===== src/rtl/mem_arb_pkg.sv =====
// Shared types for the two-client memory port arbiter: FSM states, grant ids
// and the byte-enable value that marks a read.
package mem_arb_pkg;

   typedef enum logic [1:0] {
      IDLE     = 2'd0,
      WAIT_MEM = 2'd1,
      RESP     = 2'd2
   } state_e;

   typedef enum logic {
      GNT_IF = 1'b0,
      GNT_LS = 1'b1
   } grant_e;

   localparam logic [3:0] BE_NONE   = 4'b0000;
   localparam int         DBG_CNT_W = 8;

endpackage


===== src/rtl/mem_port_arbiter_if.sv =====
// Bundles the fetch, load/store and backing-memory signals of the arbiter,
// plus debug taps exposing the FSM state and starvation counter.
interface mem_port_arbiter_if
   import mem_arb_pkg::*;
#(
   parameter int ADDRESS_WIDTH = 32,
   parameter int DATA_WIDTH    = 32
);

   // Handshake: a requester raises *_req with its payload and holds both stable
   // until its one-cycle *_ack; the arbiter holds mem_req and its payload stable
   // until a one-cycle mem_ack, and ignores mem_ack at any other time.
   logic                     if_req;
   logic [ADDRESS_WIDTH-1:0] if_addr;
   logic [DATA_WIDTH-1:0]    if_rdata;
   logic                     if_ack;

   logic                     ls_req;
   logic [3:0]               ls_we;
   logic [ADDRESS_WIDTH-1:0] ls_addr;
   logic [DATA_WIDTH-1:0]    ls_wdata;
   logic [DATA_WIDTH-1:0]    ls_rdata;
   logic                     ls_ack;

   logic                     mem_req;
   logic [3:0]               mem_we;
   logic [ADDRESS_WIDTH-1:0] mem_addr;
   logic [DATA_WIDTH-1:0]    mem_wdata;
   logic [DATA_WIDTH-1:0]    mem_rdata;
   logic                     mem_ack;

   logic                     stall;
   logic                     bus_err;

   state_e                   dbg_state;
   logic [DBG_CNT_W-1:0]     dbg_starve_cnt;

   modport slave (
      input  if_req, if_addr, ls_req, ls_we, ls_addr, ls_wdata, mem_rdata, mem_ack,
      output if_rdata, if_ack, ls_rdata, ls_ack,
      output mem_req, mem_we, mem_addr, mem_wdata, stall, bus_err,
      output dbg_state, dbg_starve_cnt
   );

   modport master (
      output if_req, if_addr, ls_req, ls_we, ls_addr, ls_wdata, mem_rdata, mem_ack,
      input  if_rdata, if_ack, ls_rdata, ls_ack,
      input  mem_req, mem_we, mem_addr, mem_wdata, stall, bus_err,
      input  dbg_state, dbg_starve_cnt
   );

endinterface


===== src/rtl/mem_arb_timeout.sv =====
// Watchdog for an outstanding memory access: counts while run is high and
// flags expiry on the last permitted cycle; clear returns it to zero.
module mem_arb_timeout #(
   parameter int TIMEOUT_CYCLES = 255
) (
   input  logic clk,
   input  logic rst,
   input  logic run,
   input  logic clear,
   output logic expired
);

   localparam int CNT_W = $clog2(TIMEOUT_CYCLES + 1);

   logic [CNT_W-1:0] cnt;

   // Counter starts at 0 on the first waiting cycle, so expiry lands on wait cycle TIMEOUT_CYCLES.
   assign expired = run && (cnt == CNT_W'(TIMEOUT_CYCLES - 1));

   always_ff @(posedge clk or posedge rst) begin
      if (rst) begin
         cnt <= '0;
      end else if (clear) begin
         cnt <= '0;
      end else if (run && !expired) begin
         cnt <= cnt + 1'b1;
      end
   end

endmodule


===== src/rtl/mem_port_arbiter.sv =====
// Shares one single-ported memory between instruction fetch and load/store,
// with LS priority, a bounded IF starvation window and a silent-memory watchdog.
module mem_port_arbiter
   import mem_arb_pkg::*;
#(
   parameter int ADDRESS_WIDTH  = 32,
   parameter int DATA_WIDTH     = 32,
   parameter int STARVE_LIMIT   = 4,
   parameter int TIMEOUT_CYCLES = 255
) (
   input  logic               clk,
   input  logic               rst,
   mem_port_arbiter_if.slave  bus
);

   localparam int STARVE_W = $clog2(STARVE_LIMIT + 1);

   state_e                   state;
   grant_e                   grant;
   logic [STARVE_W-1:0]      starve_cnt;

   logic                     mem_req_q;
   logic [3:0]               mem_we_q;
   logic [ADDRESS_WIDTH-1:0] mem_addr_q;
   logic [DATA_WIDTH-1:0]    mem_wdata_q;
   logic [DATA_WIDTH-1:0]    if_rdata_q;
   logic [DATA_WIDTH-1:0]    ls_rdata_q;
   logic                     if_ack_q;
   logic                     ls_ack_q;
   logic                     bus_err_q;

   logic                     force_if;
   logic                     is_read;
   logic                     tmo_run;
   logic                     tmo_clear;
   logic                     tmo_expired;

   assign force_if  = bus.if_req && (starve_cnt == STARVE_W'(STARVE_LIMIT));
   assign is_read   = (grant == GNT_IF) || (mem_we_q == BE_NONE);
   assign tmo_run   = (state == WAIT_MEM);
   assign tmo_clear = (state == RESP);

   mem_arb_timeout #(
      .TIMEOUT_CYCLES (TIMEOUT_CYCLES)
   ) u_timeout (
      .clk     (clk),
      .rst     (rst),
      .run     (tmo_run),
      .clear   (tmo_clear),
      .expired (tmo_expired)
   );

   always_ff @(posedge clk or posedge rst) begin
      if (rst) begin
         state       <= IDLE;
         grant       <= GNT_IF;
         starve_cnt  <= '0;
         mem_req_q   <= 1'b0;
         mem_we_q    <= BE_NONE;
         mem_addr_q  <= '0;
         mem_wdata_q <= '0;
         if_rdata_q  <= '0;
         ls_rdata_q  <= '0;
         if_ack_q    <= 1'b0;
         ls_ack_q    <= 1'b0;
         bus_err_q   <= 1'b0;
      end else begin
         if_ack_q  <= 1'b0;
         ls_ack_q  <= 1'b0;
         bus_err_q <= 1'b0;
         case (state)
            IDLE: begin
               if (bus.ls_req && !force_if) begin
                  grant       <= GNT_LS;
                  mem_req_q   <= 1'b1;
                  mem_we_q    <= bus.ls_we;
                  mem_addr_q  <= bus.ls_addr;
                  mem_wdata_q <= bus.ls_wdata;
                  state       <= WAIT_MEM;
                  // Only LS wins that overtake a waiting fetch count toward the limit.
                  if (!bus.if_req) begin
                     starve_cnt <= '0;
                  end else if (starve_cnt != STARVE_W'(STARVE_LIMIT)) begin
                     starve_cnt <= starve_cnt + 1'b1;
                  end
               end else if (bus.if_req) begin
                  grant       <= GNT_IF;
                  mem_req_q   <= 1'b1;
                  mem_we_q    <= BE_NONE;
                  mem_addr_q  <= bus.if_addr;
                  mem_wdata_q <= '0;
                  starve_cnt  <= '0;
                  state       <= WAIT_MEM;
               end else begin
                  starve_cnt <= '0;
               end
            end
            WAIT_MEM: begin
               // A real ack beats a simultaneous watchdog expiry.
               if (bus.mem_ack || tmo_expired) begin
                  mem_req_q <= 1'b0;
                  bus_err_q <= !bus.mem_ack;
                  state     <= RESP;
                  if (grant == GNT_IF) begin
                     if_ack_q   <= 1'b1;
                     if_rdata_q <= bus.mem_ack ? bus.mem_rdata : '0;
                  end else begin
                     ls_ack_q <= 1'b1;
                     if (is_read) begin
                        ls_rdata_q <= bus.mem_ack ? bus.mem_rdata : '0;
                     end
                  end
               end
            end
            RESP: begin
               state <= IDLE;
            end
            default: begin
               state <= IDLE;
            end
         endcase
      end
   end

   assign bus.mem_req        = mem_req_q;
   assign bus.mem_we         = mem_we_q;
   assign bus.mem_addr       = mem_addr_q;
   assign bus.mem_wdata      = mem_wdata_q;
   assign bus.if_rdata       = if_rdata_q;
   assign bus.if_ack         = if_ack_q;
   assign bus.ls_rdata       = ls_rdata_q;
   assign bus.ls_ack         = ls_ack_q;
   assign bus.bus_err        = bus_err_q;
   assign bus.stall          = (bus.if_req & ~if_ack_q) | (bus.ls_req & ~ls_ack_q);
   assign bus.dbg_state      = state;
   assign bus.dbg_starve_cnt = DBG_CNT_W'(starve_cnt);

endmodule


===== src/flat_wrapper.sv =====
// flat-port wrapper written by rule: the top's interface ports become plain ports
module mem_port_arbiter_flat import mem_arb_pkg::*;
#(
   parameter int ADDRESS_WIDTH  = 32,
   parameter int DATA_WIDTH     = 32,
   parameter int STARVE_LIMIT   = 4,
   parameter int TIMEOUT_CYCLES = 255
)
  (clk, rst, bus_if_req, bus_if_addr, bus_ls_req, bus_ls_we, bus_ls_addr, bus_ls_wdata, bus_mem_rdata, bus_mem_ack, bus_if_rdata, bus_if_ack, bus_ls_rdata, bus_ls_ack, bus_mem_req, bus_mem_we, bus_mem_addr, bus_mem_wdata, bus_stall, bus_bus_err, bus_dbg_state, bus_dbg_starve_cnt);
  mem_port_arbiter_if #(.ADDRESS_WIDTH(ADDRESS_WIDTH), .DATA_WIDTH(DATA_WIDTH)) bus_i ();
  input  logic clk;
  input  logic rst;
  input wire logic [$bits(bus_i.if_req)-1:0] bus_if_req;
  input wire logic [$bits(bus_i.if_addr)-1:0] bus_if_addr;
  input wire logic [$bits(bus_i.ls_req)-1:0] bus_ls_req;
  input wire logic [$bits(bus_i.ls_we)-1:0] bus_ls_we;
  input wire logic [$bits(bus_i.ls_addr)-1:0] bus_ls_addr;
  input wire logic [$bits(bus_i.ls_wdata)-1:0] bus_ls_wdata;
  input wire logic [$bits(bus_i.mem_rdata)-1:0] bus_mem_rdata;
  input wire logic [$bits(bus_i.mem_ack)-1:0] bus_mem_ack;
  output wire logic [$bits(bus_i.if_rdata)-1:0] bus_if_rdata;
  output wire logic [$bits(bus_i.if_ack)-1:0] bus_if_ack;
  output wire logic [$bits(bus_i.ls_rdata)-1:0] bus_ls_rdata;
  output wire logic [$bits(bus_i.ls_ack)-1:0] bus_ls_ack;
  output wire logic [$bits(bus_i.mem_req)-1:0] bus_mem_req;
  output wire logic [$bits(bus_i.mem_we)-1:0] bus_mem_we;
  output wire logic [$bits(bus_i.mem_addr)-1:0] bus_mem_addr;
  output wire logic [$bits(bus_i.mem_wdata)-1:0] bus_mem_wdata;
  output wire logic [$bits(bus_i.stall)-1:0] bus_stall;
  output wire logic [$bits(bus_i.bus_err)-1:0] bus_bus_err;
  output wire logic [$bits(bus_i.dbg_state)-1:0] bus_dbg_state;
  output wire logic [$bits(bus_i.dbg_starve_cnt)-1:0] bus_dbg_starve_cnt;
  assign bus_i.if_req = bus_if_req;
  assign bus_i.if_addr = bus_if_addr;
  assign bus_i.ls_req = bus_ls_req;
  assign bus_i.ls_we = bus_ls_we;
  assign bus_i.ls_addr = bus_ls_addr;
  assign bus_i.ls_wdata = bus_ls_wdata;
  assign bus_i.mem_rdata = bus_mem_rdata;
  assign bus_i.mem_ack = bus_mem_ack;
  assign bus_if_rdata = bus_i.if_rdata;
  assign bus_if_ack = bus_i.if_ack;
  assign bus_ls_rdata = bus_i.ls_rdata;
  assign bus_ls_ack = bus_i.ls_ack;
  assign bus_mem_req = bus_i.mem_req;
  assign bus_mem_we = bus_i.mem_we;
  assign bus_mem_addr = bus_i.mem_addr;
  assign bus_mem_wdata = bus_i.mem_wdata;
  assign bus_stall = bus_i.stall;
  assign bus_bus_err = bus_i.bus_err;
  assign bus_dbg_state = bus_i.dbg_state;
  assign bus_dbg_starve_cnt = bus_i.dbg_starve_cnt;
  mem_port_arbiter #(.ADDRESS_WIDTH(ADDRESS_WIDTH), .DATA_WIDTH(DATA_WIDTH), .STARVE_LIMIT(STARVE_LIMIT), .TIMEOUT_CYCLES(TIMEOUT_CYCLES)) u_core (.clk(clk), .rst(rst), .bus(bus_i));
endmodule

===== config.mk =====
export PLATFORM = sky130hd
export DESIGN_NAME = mem_port_arbiter_flat
export DESIGN_NICKNAME = d
export VERILOG_FILES = /design/src/rtl/mem_arb_pkg.sv /design/src/rtl/mem_port_arbiter_if.sv /design/src/rtl/mem_arb_timeout.sv /design/src/rtl/mem_port_arbiter.sv /design/src/flat_wrapper.sv
export SDC_FILE = /design/constraint.sdc
export NUM_CORES = 1
export LEC_CHECK = 0
export ABC_AREA = 1
export BUFFER_PORTS_ARGS = -buffer_cell sky130_fd_sc_hd__buf_2
export CORE_UTILIZATION = 40
export CTS_CLUSTER_DIAMETER = 100
export DETAILED_ROUTE_END_ITERATION = 7
export GPL_TIMING_DRIVEN = 0
export MAX_ROUTING_LAYER = met4
export PLACE_DENSITY = 0.69
export SLEW_MARGIN = 0
export SYNTH_ARGS = -nofsm -noshare
export SYNTH_HDL_FRONTEND = slang
export SYNTH_SLANG_ARGS = --single-unit
export TNS_END_PERCENT = 50

===== constraint.sdc =====
create_clock -name clk -period 7.1 [get_ports clk]
set_input_delay 1.42 -clock clk [delete_from_list [all_inputs] [get_ports clk]]
set_output_delay 1.42 -clock clk [all_outputs]
set_load 0.005 [all_outputs]

; ---- After elaboration in Yosys (flattened, before gate mapping)
; Cells that the tools add are included.
[totals]
ff_bits = 150
input_bits = 137
out_inout_bits = 147
wordCells = 79
[classes]
n_addsub = 2
n_eq_ne = 8
mux = 30
bitwise = 6
n_reduce_logical = 20
[op_table]
columns = operator, count
row1 = 32-bit 2-to-1 mux, 5
row2 = 8-bit 2-to-1 mux, 2
row3 = 1-bit 2-to-1 mux, 13
row4 = 3-bit 2-to-1 mux, 3
row5 = 8-bit by 1-bit adder with 8-bit output (second input constant), 1
row6 = 8-bit equality test (second input constant), 1
row7 = 4-bit 2-to-1 mux, 2
row8 = 2-bit 2-to-1 mux, 3
row9 = 3-bit != test (second input constant), 2
row10 = 2-bit AND reduction, 3
row11 = 3-bit AND reduction, 2
row12 = 2-bit nonzero test, 3
row13 = 1-bit logical AND, 4
row14 = 4-bit logical NOT, 1
row15 = 2-bit case mux with 2 select lines, 1
row16 = 4-bit AND reduction, 1
row17 = 3-bit by 1-bit adder with 3-bit output (second input constant), 1
row18 = 3-bit equality test (second input constant), 1
row19 = 1-bit logical NOT, 3
row20 = 3-bit by 2-bit != test with 1-bit output (second input constant), 1
row21 = 1-bit inverter, 3
row22 = 1-bit AND, 2
row23 = 2-bit by 1-bit equality test with 1-bit output (second input constant), 1
row24 = 2-bit equality test (second input constant), 1
row25 = 5 further kinds, 6

; ---- Depth between registers and ports, before layout
[depth]
depth_word = 6
depth_mapped = 11
ltp_nobuf = 10

; ---- By module
; A second synthesis with hierarchy kept.
[hier_totals]
cells_unflattened = 913
hier_area_um2 = 7282.0
[by_module_without_submodules]
columns = module, n_inst, cells_per_inst, area_each_um2, seq_area_each_um2
row1 = mem_port_arbiter, 1, 837, 6732.7, 3553.4
row2 = mem_arb_timeout, 1, 76, 549.3, 200.2

; ---- Worst setup path after synthesis
; OpenSTA, ideal clock, no wires.
[synth_path]
path_type = input to output
from = in bus_if_req
to = out bus_stall
arrival_time_ps = 1619
t_required_ps = 5680
slack_ps = 4061
cell_stages = 2
n_path_buf = 0
path_cell_list = inv_1 o22ai_1
[synth_between]
elab_chain_len = 2
[synth_rtl]
columns = item, line_no
row1 = "start, declared", flat_wrapper.sv:13  ; input wire logic [$bits(bus_i.if_req)-1:0] bus_if_req;
row2 = 1-bit AND, mem_port_arbiter.sv:134  ; assign bus.stall = (bus.if_req & ~if_ack_q) | (bus.ls_req & ~ls_ack_q);
row3 = 1-bit bitwise OR, mem_port_arbiter.sv:134
row4 = "end, declared", flat_wrapper.sv:29  ; output wire logic [$bits(bus_i.stall)-1:0] bus_stall;
; Every way passes these cells.

; ---- Worst setup path in the final report
; Same ends and word-level chain as after synthesis.

==> impl_summary.md <==
Clock tree
The latest clock arrival within the worst-skew pair is 0.42 ns. Counting every sink on the clock net gives 150. After clock tree synthesis, the flow added hold-fix buffers numbering 0. The buffer count from post-CTS setup fixing is 0. After clock tree synthesis, the clock-pin slew on the worst setup and hold paths is 0.06 ns. Once the clock tree was built, the resizer swapped 0 gates to a different size. The H-tree was split into 4 levels. The number of buffers inserted during clock tree synthesis is 17. The clock tree buffer depth is 2. The clock tree from TritonCTS is built. The buffer cell driving the clock tree root is sky130_fd_sc_hd__clkbuf_16.

Detailed routing
In the routed layout, each cell is associated on average with a via count of 4.71. The routed layout has 6,292 vias. After detailed routing, the average wire length per cell comes to 14.9 microns. The remaining antenna violation count is 0. The final layout contains routed wiring with a total length of 19.9 mm. The final routed DRC violation total is 0. The first detailed-routing pass took 4 iterations. The violation count after the first detailed-route iteration is 298.

Logic synthesis
Of the synthesized area, sequential elements account for 55.6%. The count of unique library cells instantiated by Yosys is 28. In the post-synthesis netlist, the biggest area contributors are sky130_fd_sc_hd__dfrtp_1 56%, sky130_fd_sc_hd__nand2_1 16%, sky130_fd_sc_hd__o21ai_0 5.0%. In this run, synthesis inferred 0 flip-flops with an integrated enable. The largest family of logic cells by synthesized area is simple AND/OR/NAND/NOR gates. The dominant register cell in the synthesized netlist is sky130_fd_sc_hd__dfrtp_1. The post-synthesis share of cell area spent on xor and xnor gates is 0.130%. The share of synthesized cell area in and, or, nand and nor gates is 24.5%.

The number of storage elements in the synthesis netlist is 150. The leading area contributor after synthesis is sky130_fd_sc_hd__dfrtp_1. The most frequent cell after synthesis is sky130_fd_sc_hd__nand2_1. Summing the areas of all compound-gate instances in the mapped netlist gives 9.73% of the synthesized area. After synthesis, the share of flip-flops with an asynchronous set or reset is 100%. Of the total synthesized cell area, the portion taken by full adders, half adders and majority gates is 0.741%. The mux share of post-synthesis cell area is 0%.

The commonest cells after synthesis are 291 x sky130_fd_sc_hd__nand2_1, 150 x sky130_fd_sc_hd__dfrtp_1, 89 x sky130_fd_sc_hd__inv_1, 68 x sky130_fd_sc_hd__o21ai_0, 48 x sky130_fd_sc_hd__nand3_1. The post-synthesis cell area is 0.00675 sq mm. The Yosys warning count is 0.

The synthesized instance count is 803. The fraction of post-synthesis cell area in the top cell type by area is 55.6%. The synthesized area divided by synthesized cell count is 8.41 sq um.

Cells and area
The layout cell share with drive strength beyond 1 is 33.2%. Once layout is done, the placed cells without fillers occupy 0.00902 sq mm. Compared with the post-synthesis result, the final layout area differs by 33.6%. The total number of nets in the final design is 1,245.

The utilization after layout is 54.6%.

Job
The total of max-cap violations is 0.

Place
OpenSTA, run right after detailed placement, puts the worst setup slack at 3.78 ns. The cell area after placement is 0.00846 sq mm. Routability-driven placement finished with a final weighted congestion of 0.815.

The port buffer count is 277. Detailed placement ended at an HPWL of 14.9 mm.

Setup path
The kind of end point of the critical path is a primary output. The required time of the worst setup path is 5.68 ns. The largest fanout on the critical path is 4. The critical path in this run is classified as input pin to primary output. The startpoint identified for the worst register-to-register timing path is u_core.starve_cnt[0].

The worst setup path is launched from an input pin. The timing startpoint of the critical path is bus_if_req. The data arrival time of the critical path is 1.90 ns.

Timing
The final hold violation count was 0. The maximum clock skew at final layout is 0.0103 ns. The total count of max-transition violations in the final report is 0. Counting I/O delays and the setup requirement, the final critical path takes 3.32 ns. The worst path meets setup with 3.78 ns of slack. The post-route fraction of the period consumed by the critical path is 46.8%. The slew at the pin with the worst max-slew slack is 0.706 ns. Setup repair after global routing left no endpoint under its margin. The final setup violation count is 0. Measured against its own limit, the worst slew margin works out to 53.0%. The timing-limited maximum frequency is 0.301 GHz.

Global routing
The total track usage is 24.1%. The initial antenna violation count was 1. Global routing finished with a remaining overflow of 0. The number of global-route vias before repair is 6,138. Entering global routing, the biggest net connects 77 pins. The global-route wire length before repair is 31.4 mm.

Min path
The startpoint identified for the worst hold timing path is u_core.bus.mem_wdata[30]. In this run the worst hold path is classified as register to register.

Floorplan
The floorplan has 47 rows. Measured along the y axis, the die boundary spans 132 microns. The die is 132 microns wide. The die covers 0.0174 sq mm. Once the floorplan was initialized, standard cells occupied 40.9% of the core.

In this run the standard cell core region covers 0.0165 sq mm. 284 I/O pins were placed.

Run status
The run finished with clean final reports.

Pwr
After layout, the design draws a total of 3.68 mW. The maximum vdd ir drop is 0.171 mV. The power per standard cell area is 408 mW/mm^2. In this run the static leakage power is 5.29 nW.
final cells by class:
class | count | area [sq um]
multi-input cells | 514 | 2390
clock inverters | 11 | 103
plain buffers | 53 | 285
clock buffers | 20 | 457
repair buffers | 278 | 1410
well taps | 220 | 275
inverters | 90 | 343
flip-flops and latches | 150 | 3750
fillers | 1587 | 7500
diodes | 1 | 2.50
per-stage QoR:
stage               hold slack (ns)  TNS (ns)  cells
finish                        0.465         0   1337
CTS                           0.468         0   1336
global route                  0.483         0   1337
global placement              0.449    -39.75   1304
floorplan                     0.464         0    807
detailed placement            0.453         0   1305
power breakdown:
part           internal, mW  leakage, nW  switching [mW]
combinational         0.555         3.08           0.819
clock                 0.499        0.268           0.357
sequential             1.24         1.93           0.208
cell families (layout without fill, tap and decap cells):
logic type	count (synthesis)	after routing
AOI/OAI and AO/OA	113	113
xor gates and xnor gates	1	1
adders and majority gates	4	4
buffers and inverters	143	452
DFF	150	150
other	1	6
and+or+nand+nor	391	391
placed cells by master, fill, tap and decap left out, drive strengths merged, types with 5 or more instances in the layout:
| cell | instances |
|---|---|
| buf | 308 |
| nand2 | 294 |
| dfrtp | 150 |
| o21ai | 104 |
| inv | 91 |
| nand3 | 49 |
| clkbuf | 43 |
| nand4 | 34 |
| nor2 | 11 |
| clkinv | 6 |
| a21oi | 5 |
| conb | 5 |
critical path, cell delays in order:
cell                      delay [ns]
sky130_fd_sc_hd__buf_2          0.11
sky130_fd_sc_hd__inv_1          0.08
sky130_fd_sc_hd__o22ai_1        0.14
sky130_fd_sc_hd__buf_2          0.14
registers in the layout, indices dropped and copies added (netlist names):
name                  count
u_core.starve_cnt         3
u_core.bus.bus_err        1
u_core.bus.ls_rdata      32
u_core.bus.mem_req        1
u_core.u_timeout.cnt      8
u_core.bus.mem_we         4
u_core.bus.if_ack         1
u_core.bus.mem_addr      32
u_core.bus.dbg_state      2
u_core.bus.if_rdata      32
u_core.grant              1
u_core.bus.mem_wdata     32
u_core.bus.ls_ack         1
path summary, 6_finish.rpt:
kind	to	slack, ns	cells past startpoint
setup / recovery	bus_stall	3.78	4
hold / removal	u_core.bus.mem_wdata[30]	0.46	2
setup reg to reg	u_core.bus.mem_addr[26]	5.15	10
hold reg to reg	u_core.bus.mem_wdata[30]	0.46	2
max in group asynchronous	u_core.bus.if_rdata[25]	5.17	3
min in group asynchronous	u_core.bus.mem_wdata[17]	1.12	2
per-layer routing:
| layer | GRT usage, % | share of wire [%] | vias up |
|---|---|---|---|
| met5 | - | 0 | - |
| met4 | 9.69 | 2.5 | 0 |
| met3 | 5.65 | 6.3 | 33 |
| met2 | 40.7 | 50 | 227 |
| met1 | 27.5 | 42 | 2880 |
| li1 | - | - | 3152 |
Power figures use the tool's default switching activity.
